===== src/rtl/ibex_if_id_skid_stage.sv =====
// rtl/ibex_if_id_skid_stage.sv - IF/ID boundary register with one-entry skid buffer
// fetch_ready_o comes straight from a flop so ID's ready never reaches the prefetch FIFO combinationally.
module ibex_if_id_skid_stage #(
  parameter bit ResetData = 1'b1
) (
  input  logic        clk_i,
  input  logic        rst_i,
  input  logic        fetch_valid_i,
  output logic        fetch_ready_o,
  input  logic [31:0] fetch_rdata_i,
  input  logic [31:0] fetch_addr_i,
  input  logic        fetch_err_i,
  input  logic        fetch_err_plus2_i,
  input  logic        flush_i,
  input  logic        id_ready_i,
  output logic        instr_valid_id_o,
  output logic [31:0] instr_rdata_id_o,
  output logic [15:0] instr_rdata_c_id_o,
  output logic        instr_is_compressed_id_o,
  output logic [31:0] pc_id_o,
  output logic        instr_fetch_err_id_o,
  output logic        instr_fetch_err_plus2_id_o
);

  logic        out_valid_q;
  logic        skid_valid_q;
  logic        ready_q;

  logic [31:0] out_rdata_q;
  logic [31:0] out_addr_q;
  logic        out_err_q;
  logic        out_err_plus2_q;

  logic [31:0] skid_rdata_q;
  logic [31:0] skid_addr_q;
  logic        skid_err_q;
  logic        skid_err_plus2_q;

  logic        accept;
  logic        consume;
  logic        in_compressed;
  logic        in_err;
  logic        in_err_plus2;

  logic        load_out_from_in;
  logic        load_out_from_skid;
  logic        load_skid;
  logic        out_valid_d;
  logic        skid_valid_d;

  assign accept  = fetch_valid_i & ready_q;
  assign consume = out_valid_q & id_ready_i;

  // A compressed instruction never touches the upper halfword, so an error
  // confined there does not apply to it.
  assign in_compressed = (fetch_rdata_i[1:0] != 2'b11);
  assign in_err        = fetch_err_i & ~(fetch_err_plus2_i & in_compressed);
  assign in_err_plus2  = fetch_err_i & fetch_err_plus2_i & ~in_compressed;

  always_comb begin
    load_out_from_in   = 1'b0;
    load_out_from_skid = 1'b0;
    load_skid          = 1'b0;
    out_valid_d        = out_valid_q;
    skid_valid_d       = skid_valid_q;

    if (flush_i) begin
      out_valid_d  = 1'b0;
      skid_valid_d = 1'b0;
    end else if (skid_valid_q) begin
      if (consume) begin
        load_out_from_skid = 1'b1;
        skid_valid_d       = 1'b0;
      end
    end else if (accept) begin
      if (!out_valid_q || consume) begin
        load_out_from_in = 1'b1;
        out_valid_d      = 1'b1;
      end else begin
        load_skid    = 1'b1;
        skid_valid_d = 1'b1;
      end
    end else if (consume) begin
      out_valid_d = 1'b0;
    end
  end

  always_ff @(posedge clk_i) begin
    if (rst_i) begin
      out_valid_q  <= 1'b0;
      skid_valid_q <= 1'b0;
      ready_q      <= 1'b1;
    end else begin
      out_valid_q  <= out_valid_d;
      skid_valid_q <= skid_valid_d;
      ready_q      <= ~skid_valid_d;
    end
  end

  always_ff @(posedge clk_i) begin
    if (rst_i && ResetData) begin
      out_rdata_q     <= '0;
      out_addr_q      <= '0;
      out_err_q       <= 1'b0;
      out_err_plus2_q <= 1'b0;
    end else if (!rst_i) begin
      if (load_out_from_skid) begin
        out_rdata_q     <= skid_rdata_q;
        out_addr_q      <= skid_addr_q;
        out_err_q       <= skid_err_q;
        out_err_plus2_q <= skid_err_plus2_q;
      end else if (load_out_from_in) begin
        out_rdata_q     <= fetch_rdata_i;
        out_addr_q      <= fetch_addr_i;
        out_err_q       <= in_err;
        out_err_plus2_q <= in_err_plus2;
      end
    end
  end

  always_ff @(posedge clk_i) begin
    if (rst_i && ResetData) begin
      skid_rdata_q     <= '0;
      skid_addr_q      <= '0;
      skid_err_q       <= 1'b0;
      skid_err_plus2_q <= 1'b0;
    end else if (!rst_i && load_skid) begin
      skid_rdata_q     <= fetch_rdata_i;
      skid_addr_q      <= fetch_addr_i;
      skid_err_q       <= in_err;
      skid_err_plus2_q <= in_err_plus2;
    end
  end

  assign fetch_ready_o              = ready_q;
  assign instr_valid_id_o           = out_valid_q;
  assign instr_rdata_id_o           = out_rdata_q;
  assign instr_rdata_c_id_o         = out_rdata_q[15:0];
  assign instr_is_compressed_id_o   = (out_rdata_q[1:0] != 2'b11);
  assign pc_id_o                    = out_addr_q;
  assign instr_fetch_err_id_o       = out_err_q;
  assign instr_fetch_err_plus2_id_o = out_err_plus2_q;

endmodule


===== config.mk =====
export PLATFORM = sky130hd
export DESIGN_NAME = ibex_if_id_skid_stage
export DESIGN_NICKNAME = d
export VERILOG_FILES = /design/src/rtl/ibex_if_id_skid_stage.sv
export SDC_FILE = /design/constraint.sdc
export NUM_CORES = 1
export LEC_CHECK = 0
export ABC_AREA = 1
export BUFFER_PORTS_ARGS = -buffer_cell sky130_fd_sc_hd__buf_2
export CAP_MARGIN = 5
export CORE_MARGIN = 8
export CORE_UTILIZATION = 53
export CTS_BUF_LIST = sky130_fd_sc_hd__clkbuf_16
export DETAILED_ROUTE_END_ITERATION = 8
export PLACE_DENSITY = 0.87
export SLEW_MARGIN = 5
export SYNTH_ARGS = -nofsm -noshare
export SYNTH_HDL_FRONTEND = slang
export SYNTH_SLANG_ARGS = --single-unit

===== constraint.sdc =====
create_clock -name clk_i -period 1.6 [get_ports clk_i]
set_input_delay 0.32 -clock clk_i [delete_from_list [all_inputs] [get_ports clk_i]]
set_output_delay 0.32 -clock clk_i [all_outputs]
set_load 0.1 [all_outputs]

==> metrics.md <==
| Metric | Value |
|---|---|
| Status | `complete, no violations` |
| Worst Path Required | `roughly 1.3 ns` |
| Crit-path cells | `nand2_2 > buf_2` |
| Setup TNS Final | `0 ns` |
| Post-Synth XOR/XNOR Area | `0%` |
| Tmin final | `1.54 ns` |
| DR WL met3 | `roughly 1300 um` |
| Share of the synthesized area in the top cell type | `between 40% and 50%` |
| WS Path Type | `flop to output port` |
| CTS root buffer | `clkbuf_16` |
| P_leak | `about 4.3 nW` |
| Hold Path Depth | `3` |
| Max Slew Vio Count | `0` |
| WL/cell | `~13 um` |
| DPL Wire Length | `10600 um` |
| Final Hold Viols | `0` |
| Via count | `about 6300` |
| Total gr overflow | `0` |
| Post-synth top area cell | `dfxtp_1` |
| Post CTS Setup Buffer Count | `0` |
| First-pass DRT Iterations | `5` |
| Crit-path max FO | `4` |
| Final instance area | `about 7600 um^2` |
| GP Congestion | `0.783` |
| Top Ports | `~160` |
| Min-delay src | `fetch_addr_i[19]` |
| Sequential fraction of the synthesis area | `a little over two fifths` |
| Top_reg_cell synth | `dfxtp_1` |
| Uppermost layer routed | `met5` |
| Reg clk slew, reported paths | `~0.06 ns` |
| Largest family of logic cells by synthesized area | `simple AND/OR/NAND/NOR gates` |
| Vias in the first global route | `about 5700` |
| CTS max path bufs | `2` |
| Worst Hold Class | `input port to flop` |
| Layout Nets | `about 1200` |
| Yosys reg bits | `roughly 140` |
| Ys Warns | `0` |
| Mapped Nets | `1049` |
| WHS Endpoint | `skid_addr_q[19]$_SDFFE_PP0P_` |
| Crit path DAT | `1.22 ns` |
| Area grow syn2layout | `20.5%` |
| Post-route clock skew | `approximately 0.0042 ns` |
| Simple-gate area share of the yosys netlist | `44.8%` |
| Synth cell count leaders | `nand2_1, nand3_1, nor2_1, dfxtp_1, inv_1` |
| Clk Latency, worst-skew pair | `around 0.42 ns` |
| Worst-margin pin slew | `around 0.58 ns` |
| Largest net degree at the start of global routing | `~130` |
| Most common cell in the netlist | `nand2_1` |
| Gate count after technology mapping | `between 900 and 1000` |
| Final ANT Viol Nets | `0` |
| Tot GR Track Use | `around a fifth` |
| Fill cells | `~1100` |
| F_max | `between 0.6 and 0.7 GHz` |
| Worst reg2reg path startpoint | `skid_valid_q$_SDFF_PP0_` |
| Htree depth | `4` |
| Cell Pwr Density | `~1200 nW/um^2` |
| Register-to-Register Path Depth | `7` |
| Worst Path Buf+Inv | `1` |
| R2R Setup Slk | `around 0.15 ns` |
| RR Endpoint | `instr_rdata_id_o[20]$_SDFFE_PP0P_` |
| Relative slew slack | `61.4%` |
| Number of max-cap violations | `0` |
| Peak VDD IR | `about 780 uV` |
| Final Setup Violations | `0` |
| Max incr delay on CP | `approximately 0.4 ns` |
| Synth Area in Compound Gates | `less than 1%` |
| Ys async rst share | `0%` |
| Crit end category | `output port` |
| TritonCTS clock tree | `yes` |
| Max stage delay cell, worst path | `buf_2` |
| Adder-cell share of the synthesized area | `0%` |
| Post-synthesis mux area share | `0%` |
| Post-cts sizing count | `0` |
| Global-route wire length before repair | `approximately 28000 um` |
| Unique masters post-synth | `15` |
| Core box area | `11800 um^2` |
| Ant diodes | `0` |
| Avg Cell Area, Syn | `6.43 um^2` |
| Top delay family on crit path | `buffers and inverters` |
| CP startpoint kind | `flop` |
| Period utilisation layout | `96.4%` |
| # port buffers | `155` |
| Final Power | `a little over 0.009 W` |
| Mapped cell area | `between 6000 and 7000 um^2` |
| Initial antenna violation count | `1` |
| Largest cells by area after synthesis | `dfxtp_1, nand2_1, nand3_1` |
| Starting Density | `between 50% and 60%` |
| Total CTS buffers | `17` |
| Vias/cell | `between 5 and 6` |
| DRT Wirelength | `between 15000 and 20000 um` |
| Hold Buf Count CTS | `0` |
| Unrepaired setup endpoints after global routing | `false` |
| Rows | `40` |
| Die height | `125 um` |
| DRT met1 WL | `7320 um` |
| Die Footprint | `between 15000 and 20000 um^2` |
| Die width | `125 um` |
| DP Area | `7040 um^2` |
| CTS Sinks | `135` |
| Drt first-iter violations | `~670` |
| Met2 Wirelength | `between 7000 and 8000 um` |
| Number of synthesized flops with an enable pin | `0` |
| Drc violations | `0` |
| Layout cells sized above 1 | `around 21%` |
## cell usage in the layout (no fill, tap or decap), types with 4 or more instances in the layout
master,Yosys,routed
dfxtp_2,0,16
clkbuf_16,0,17
dfxtp_1,135,117
clkinv_1,0,5
inv_1,70,71
buf_12,0,7
buf_2,25,155
nand3_1,201,199
clkinv_2,0,4
inv_2,5,4
nand2_1,341,339
nor2_1,136,136
buf_4,26,11
## how the worst max path moves through the flow
stage	start	end	slack (ns)	cells after the start
finish	instr_rdata_id_o[1]$_SDFFE_PP0P_	instr_is_compressed_id_o	0.06	2
global route	instr_rdata_id_o[1]$_SDFFE_PP0P_	instr_is_compressed_id_o	0.02	2
global placement	flush_i	instr_rdata_id_o[13]$_SDFFE_PP0P_	0.17	8
detailed placement	id_ready_i	skid_addr_q[7]$_SDFFE_PP0P_	0.12	9
CTS	instr_rdata_id_o[1]$_SDFFE_PP0P_	instr_is_compressed_id_o	0.04	2
floorplan	instr_valid_id_o$_SDFFE_PP0P_	skid_addr_q[22]$_SDFFE_PP0P_	0.1	7
## report_power, final
group / total, W / internal (W) / switching, W
clock network: 0.00362 / 0.00223 / 0.00139
registers: 0.00358 / 0.00350 / 0.0000719
logic: 0.00191 / 0.000347 / 0.00156
total: 0.00910 / 0.00608 / 0.00302
## per-stage QoR
stage | cells | hold WS [ns] | utilization (%) | worst slack, ns
finish | 1243 | 0.114 | 64.2 | 0.0570
global route | 1243 | 0.102 | 64.2 | 0.0205
CTS | 1243 | 0.0960 | 64.2 | 0.0371
detailed placement | 1212 | 0.457 | 59.6 | 0.117
global placement | 1212 | 0.452 | 59.6 | 0.173
floorplan | 978 | 0.430 | - | 0.0988
## routing by layer
metal / vias to the layer above / GRT usage, %
li1: 3219 / -
met4: 2 / 7.81
met2: 180 / 34.3
met1: 2839 / 25.5
met5: - / 0
met3: 21 / 7.82
## cell type report
class                      count  area [um^2]  share of cell area [%]
sequential                   135         2730                    36.0
multi-input combinational    682         2840                    37.5
clock buffer                  17          425                    5.61
clock inverter                14          118                    1.55
tap                          147          184                    2.43
timing repair buffer         173          998                    13.2
inverter                      75          284                    3.75
## tightest hold or removal path: stages
cell and delay, ns:
buf_2 0.09, nand2_1 0.05, nand2_1 0.05
## sequential cells by signal, summed over array words and instances, names as in the netlist, 32 cells and up
| signal | cells |
|---|---|
| skid_addr_q | 32 |
| skid_rdata_q | 32 |
| instr_rdata_id_o | 32 |
| pc_id_o | 32 |
## cell families after synthesis
family	count (synthesis)
buf+inv	161
compound gates	1
simple gates	681
flops	135
No activity file was read; power rests on OpenSTA's default activity.
